File: src/rtl/cpu_run_controller.sv
// Run/step/halt sequencer gating the core via cpu_en and cpu_rst_n.
// Define CPU_RUN_BREAKPOINT_EN to compile in the PC breakpoint, BRK state and bp_skip.
module cpu_run_controller #(
    parameter int unsigned RST_HOLD = 4,
    parameter int unsigned PC_W     = 8,
    parameter int unsigned CNT_W    = 16
) (
    input  logic             clk,
    input  logic             rst,
    input  logic             run_req,
    input  logic             step_req,
    input  logic             halt_req,
    input  logic [PC_W-1:0]  pc,
    input  logic [PC_W-1:0]  bp_addr,
    input  logic             bp_valid,
    output logic             cpu_en,
    output logic             cpu_rst_n,
    output logic [2:0]       state,
    output logic             halted,
    output logic [CNT_W-1:0] instr_cnt
);

    typedef enum logic [2:0] {
        StHold = 3'd0,
        StHalt = 3'd1,
        StRun  = 3'd2,
        StStep = 3'd3,
        StBrk  = 3'd4
    } state_e;

    localparam logic [3:0] HoldLast = 4'(RST_HOLD);

    state_e           state_q;
    logic [3:0]       hold_cnt_q;
    logic [CNT_W-1:0] cnt_q;
    logic [2:0]       run_sync_q, step_sync_q, halt_sync_q;
    logic             run_pulse_q, step_pulse_q, halt_pulse_q;
    logic             bp_hit;

    // [0],[1] synchronise, [2] holds the previous level; the pulse itself is registered.
    always_ff @(posedge clk or negedge rst) begin
        if (!rst) begin
            run_sync_q   <= '0;
            step_sync_q  <= '0;
            halt_sync_q  <= '0;
            run_pulse_q  <= 1'b0;
            step_pulse_q <= 1'b0;
            halt_pulse_q <= 1'b0;
        end else begin
            run_sync_q   <= {run_sync_q[1:0], run_req};
            step_sync_q  <= {step_sync_q[1:0], step_req};
            halt_sync_q  <= {halt_sync_q[1:0], halt_req};
            run_pulse_q  <= run_sync_q[1] & ~run_sync_q[2];
            step_pulse_q <= step_sync_q[1] & ~step_sync_q[2];
            halt_pulse_q <= halt_sync_q[1] & ~halt_sync_q[2];
        end
    end

`ifdef CPU_RUN_BREAKPOINT_EN
    logic bp_skip_q;

    assign bp_hit = bp_valid && (pc == bp_addr) && !bp_skip_q;

    // Lets the resumed core execute the breakpoint instruction once.
    always_ff @(posedge clk or negedge rst) begin
        if (!rst) begin
            bp_skip_q <= 1'b0;
        end else if (state_q == StHold) begin
            bp_skip_q <= 1'b0;
        end else if (state_q == StBrk && !halt_pulse_q && (step_pulse_q || run_pulse_q)) begin
            bp_skip_q <= 1'b1;
        end else if (cpu_en) begin
            bp_skip_q <= 1'b0;
        end
    end
`else
    logic unused_bp;

    assign bp_hit    = 1'b0;
    assign unused_bp = ^{bp_valid, bp_addr, pc};
`endif

    always_ff @(posedge clk or negedge rst) begin
        if (!rst) begin
            state_q    <= StHold;
            hold_cnt_q <= '0;
            cnt_q      <= '0;
        end else begin
            if (state_q == StHold) begin
                cnt_q <= '0;
            end else if (cpu_en && cnt_q != '1) begin
                cnt_q <= cnt_q + CNT_W'(1);
            end

            case (state_q)
                StHold: begin
                    if (hold_cnt_q == HoldLast) begin
                        state_q    <= StHalt;
                        hold_cnt_q <= '0;
                    end else begin
                        hold_cnt_q <= hold_cnt_q + 4'd1;
                    end
                end
                StHalt, StBrk: begin
                    if (!halt_pulse_q) begin
                        if (step_pulse_q) begin
                            state_q <= StStep;
                        end else if (run_pulse_q) begin
                            state_q <= StRun;
                        end
                    end
                end
                StRun: begin
                    if (halt_pulse_q) begin
                        state_q <= StHalt;
                    end else if (bp_hit) begin
                        state_q <= StBrk;
                    end
                end
                StStep: state_q <= StHalt;
                default: begin
                    state_q    <= StHold;
                    hold_cnt_q <= '0;
                end
            endcase
        end
    end

    assign cpu_en    = (state_q == StStep) || (state_q == StRun && !bp_hit);
    assign cpu_rst_n = state_q inside {StHalt, StRun, StStep, StBrk};
    assign halted    = (state_q == StHalt) || (state_q == StBrk);
    assign state     = state_q;
    assign instr_cnt = cnt_q;

endmodule

File: config.mk
export PLATFORM = sky130hd
export DESIGN_NAME = cpu_run_controller
export DESIGN_NICKNAME = d
export VERILOG_FILES = /design/src/rtl/cpu_run_controller.sv
export SDC_FILE = /design/constraint.sdc
export NUM_CORES = 1
export LEC_CHECK = 0
export CELL_PAD_IN_SITES_DETAIL_PLACEMENT = 1
export CELL_PAD_IN_SITES_GLOBAL_PLACEMENT = 1
export CORE_ASPECT_RATIO = 0.8
export CORE_MARGIN = 1.5
export CORE_UTILIZATION = 36
export CTS_BUF_LIST = sky130_fd_sc_hd__clkbuf_4 sky130_fd_sc_hd__clkbuf_8 sky130_fd_sc_hd__clkbuf_16
export DETAILED_ROUTE_END_ITERATION = 16
export GPL_TIMING_DRIVEN = 1
export PLACE_DENSITY_LB_ADDON = 0.1
export SETUP_SLACK_MARGIN = 0.1
export SLEW_MARGIN = 20
export SYNTH_ARGS = -nofsm -noshare
export SYNTH_HDL_FRONTEND = slang
export SYNTH_SLANG_ARGS = --single-unit
File: constraint.sdc
create_clock -name clk -period 2.3 [get_ports clk]
set_input_delay 0.23 -clock clk [delete_from_list [all_inputs] [get_ports clk]]
set_output_delay 0.23 -clock clk [all_outputs]
set_load 0.03 [all_outputs]
==> results.yml <==
synthesis:
  seq_area_frac_synth: 0.5259
  ys_seq_elements: 34
  synthTopCellsByArea: "dfrtp_1 53%, nand3_1 4.0%, mux2i_1 3.7%, nand2_1 3.5%, nand4_1 3.5%"
  syn_inst: 159
  synth_cell_types: 35
  yosys.area.top_type: "dfrtp_1"
  avgSynthCellArea_um2: 10.17
  synth.top_cell.area_share: 0.5259
  syn-cell-area_um2: 1618
  yosys_warnings: 0
  syn_nets: 184
setup_path:
  r2r_cells: 5
  regToRegSetupSlack_ps: 250
  critPathLaunchType: "flip-flop"
  cp_max_fo: 10
  r2r-start: "instr_cnt[0]$_DFFE_PN0P_"
  end_kind: "output port"
  arrival_ps: 1860
  critPathRequiredTime_ps: 2070
  reg2reg_to: "instr_cnt[1]$_DFFE_PN0P_"
  worstSetupPathType: "reg -> out"
power_and_ir_drop:
  power.density_nw_per_um2: 926.2
  p_switching_uw: 734.4
  switching_share: 0.3922
  p_int_uw: 1138
  clock_power_share: 0.248
  leakagePower_uw: 0.0008297
  pwr-share-comb: 0.336
  p_seq_frac: 0.416
  peakVddDrop_mv: 0.4210
status:
  status: "finished, final reports clean"
global_routing:
  grt_pass1_vias: 1335
  antenna_found_initial: 0
  grt.total_usage: 0.1690
  grt_pass1_wl_um: 6410
  grt_max_degree: 35
  grt_overflow: 0
worst_hold_path:
  hold_path.class: "in -> async"
floorplan:
  pin_count: 44
  chipHeight_um: 62.96
  rows: 21
  initial_core_util: 0.3801
  dieArea_um2: 4908
  die_w_um: 77.95
  core-area_um2: 4257
sta:
  min_period_ps: 2092
  final_hold_viol_count: 0
  tns_ps: 0
  tightest_slew_ps: 527.7
  skew_ps: 8.007
  finalSetupViolCount: 0
  rsz0062_at_grt: "yes"
  maxSlewViolCount: 0
  relSlewSlack: 0.6471
  fin_crit_sh: 0.9093
  setup_slack_ps: 208.5
  max_freq_ghz: 0.4781
layout:
  area_growth_pct: 24.98
  fin_nets: 212
  final_core_util: 0.4750
  diodes: 0
  final_cell_mix: "34 x dfrtp_1, 24 x clkdlybuf4s50_1, 15 x nand2_1"
  layoutNonFillerInstCount: 245
  layout_commonest_cell: "dfrtp_1"
  drive_above_1_share: 0.1170
clock_network:
  cts_tree: "yes"
  clk_pin_slew_worst_paths_ps: 80
  htree_levels: 2
  cts_setup_buffers: 0
  cts_inserted_buffers: 5
  cts_buffer_depth: 2
  cts_sinks: 34
  cts_hold_buf: 0
  clock_latency_ps: 290
  ctsResizeCount: 0
  cts_root_buffer: "clkbuf_8"
routing:
  drt_iter0_markers: 42
  drc: 0
  wire_per_inst_um: 15.26
  drt_wl_total_um: 3739
  ant_nets: 0
  vias_per_cell: 5.359
  vias: 1313
  dr.pass1.iters: 5
placement:
  globalplace.congestion: 0.7918
  dp.cells: 237
  placement.io_buffers: 25
  hpwl_um: 2578
  post-place-ws_ps: 179.9
run:
  cap_violations: 0
-- cells in the mapped netlist (all sizes together) --
cell type / count
dfrtp: 34
ha: 3
a21oi: 4
nand2b: 4
and4: 1
nand3: 16
nor2b: 5
nor3: 6
nand2: 16
nand3b: 2
clkbuf: 4
a31o: 1
o221ai: 5
nand4: 9
buf: 3
a211oi: 1
nor4: 1
inv: 10
or4: 3
mux2: 1
nor4bb: 1
and3: 5
conb: 1
mux2i: 6
a31oi: 3
nor2: 4
o21ai: 9
o211ai: 1
-- per-layer routing --
layer / GRT usage / wire (um) / vias up
li1: - / - / 628
met3: 0.05255 / 111 / 6
met5: 0 / 0 / -
met1: 0.2043 / 1744 / 659
met4: 0.06027 / 53 / 0
met2: 0.2837 / 1829 / 20
-- layout make-up --
class                           instances  area (um^2)
Clock buffer                            6        82.58
Clock inverter                          2        12.51
Fill cell                             493         2235
Inverter                               10        37.54
Multi-Input combinational cell        108        696.9
Sequential cell                        34        850.8
Tap cell                               57        71.32
Timing Repair Buffer                   28        270.3
-- stage by stage --
step / power [uW] / hold WS (ps) / instance area [um^2]
floorplan: 1172 / -65.59 / 1618
global placement: 1388 / 342.0 / 1921
detailed placement: 1417 / 341.1 / 1921
CTS: 1898 / 358.1 / 2016
global route: 1999 / 365.0 / 2022
finish: 1873 / 355.8 / 2022
-- how the worst max path moves through the flow --
stage / endpoint / from / slack, ps / depth (start not counted)
6_report: halted / state[1]$_DFFE_PN0P_ / 210 / 2
5_1_grt: halted / state[1]$_DFFE_PN0P_ / 70 / 2
4_1_cts: instr_cnt[7]$_DFFE_PN0P_ / instr_cnt[0]$_DFFE_PN0P_ / 180 / 6
3_5_place_dp: instr_cnt[13]$_DFFE_PN0P_ / instr_cnt[0]$_DFFE_PN0P_ / 180 / 6
3_3_place_gp: instr_cnt[11]$_DFFE_PN0P_ / instr_cnt[0]$_DFFE_PN0P_ / 230 / 6
2_1_floorplan: instr_cnt[5]$_DFFE_PN0P_ / instr_cnt[0]$_DFFE_PN0P_ / 320 / 6
-- kinds of logic (layout without fill, tap and decap cells) --
kind of cell | count (synthesis) | count (layout) | synth area share
multiplexers | 7 | 7 | 0.04408
adder cells (fa/ha/maj) | 3 | 3 | 0.02320
other | 1 | 1 | 0.002318
AO/OA/AOI/OAI | 24 | 24 | 0.09745
AND/OR/NAND/NOR | 73 | 73 | 0.2598
buffers and inverters | 17 | 46 | 0.04718
flip-flops | 34 | 34 | 0.5259
-- power groups by stage --
| stage | Clock [uW] | Combinational, uW | Sequential [uW] |
|---|---|---|---|
| finish | 464 | 629 | 780 |
| global route | 508 | 696 | 796 |
| CTS | 489 | 631 | 777 |
| detailed placement | 0 | 630 | 787 |
| global placement | 0 | 609 | 779 |
| floorplan | 0 | 353 | 819 |
-- registers in the layout, summed over array words and instances, names as in the netlist --
name,count
instr_cnt,16
hold_cnt_q,4
halt_sync_q,3
run_sync_q,3
step_sync_q,3
state,2
halt_pulse_q,1
run_pulse_q,1
step_pulse_q,1
-- critical path, cell delays in order (launching register included) --
cell,delay [ps]
dfrtp_1,500
nor2b_1,340
clkdlybuf4s50_1,740
No activity file was read; power rests on OpenSTA's default activity.
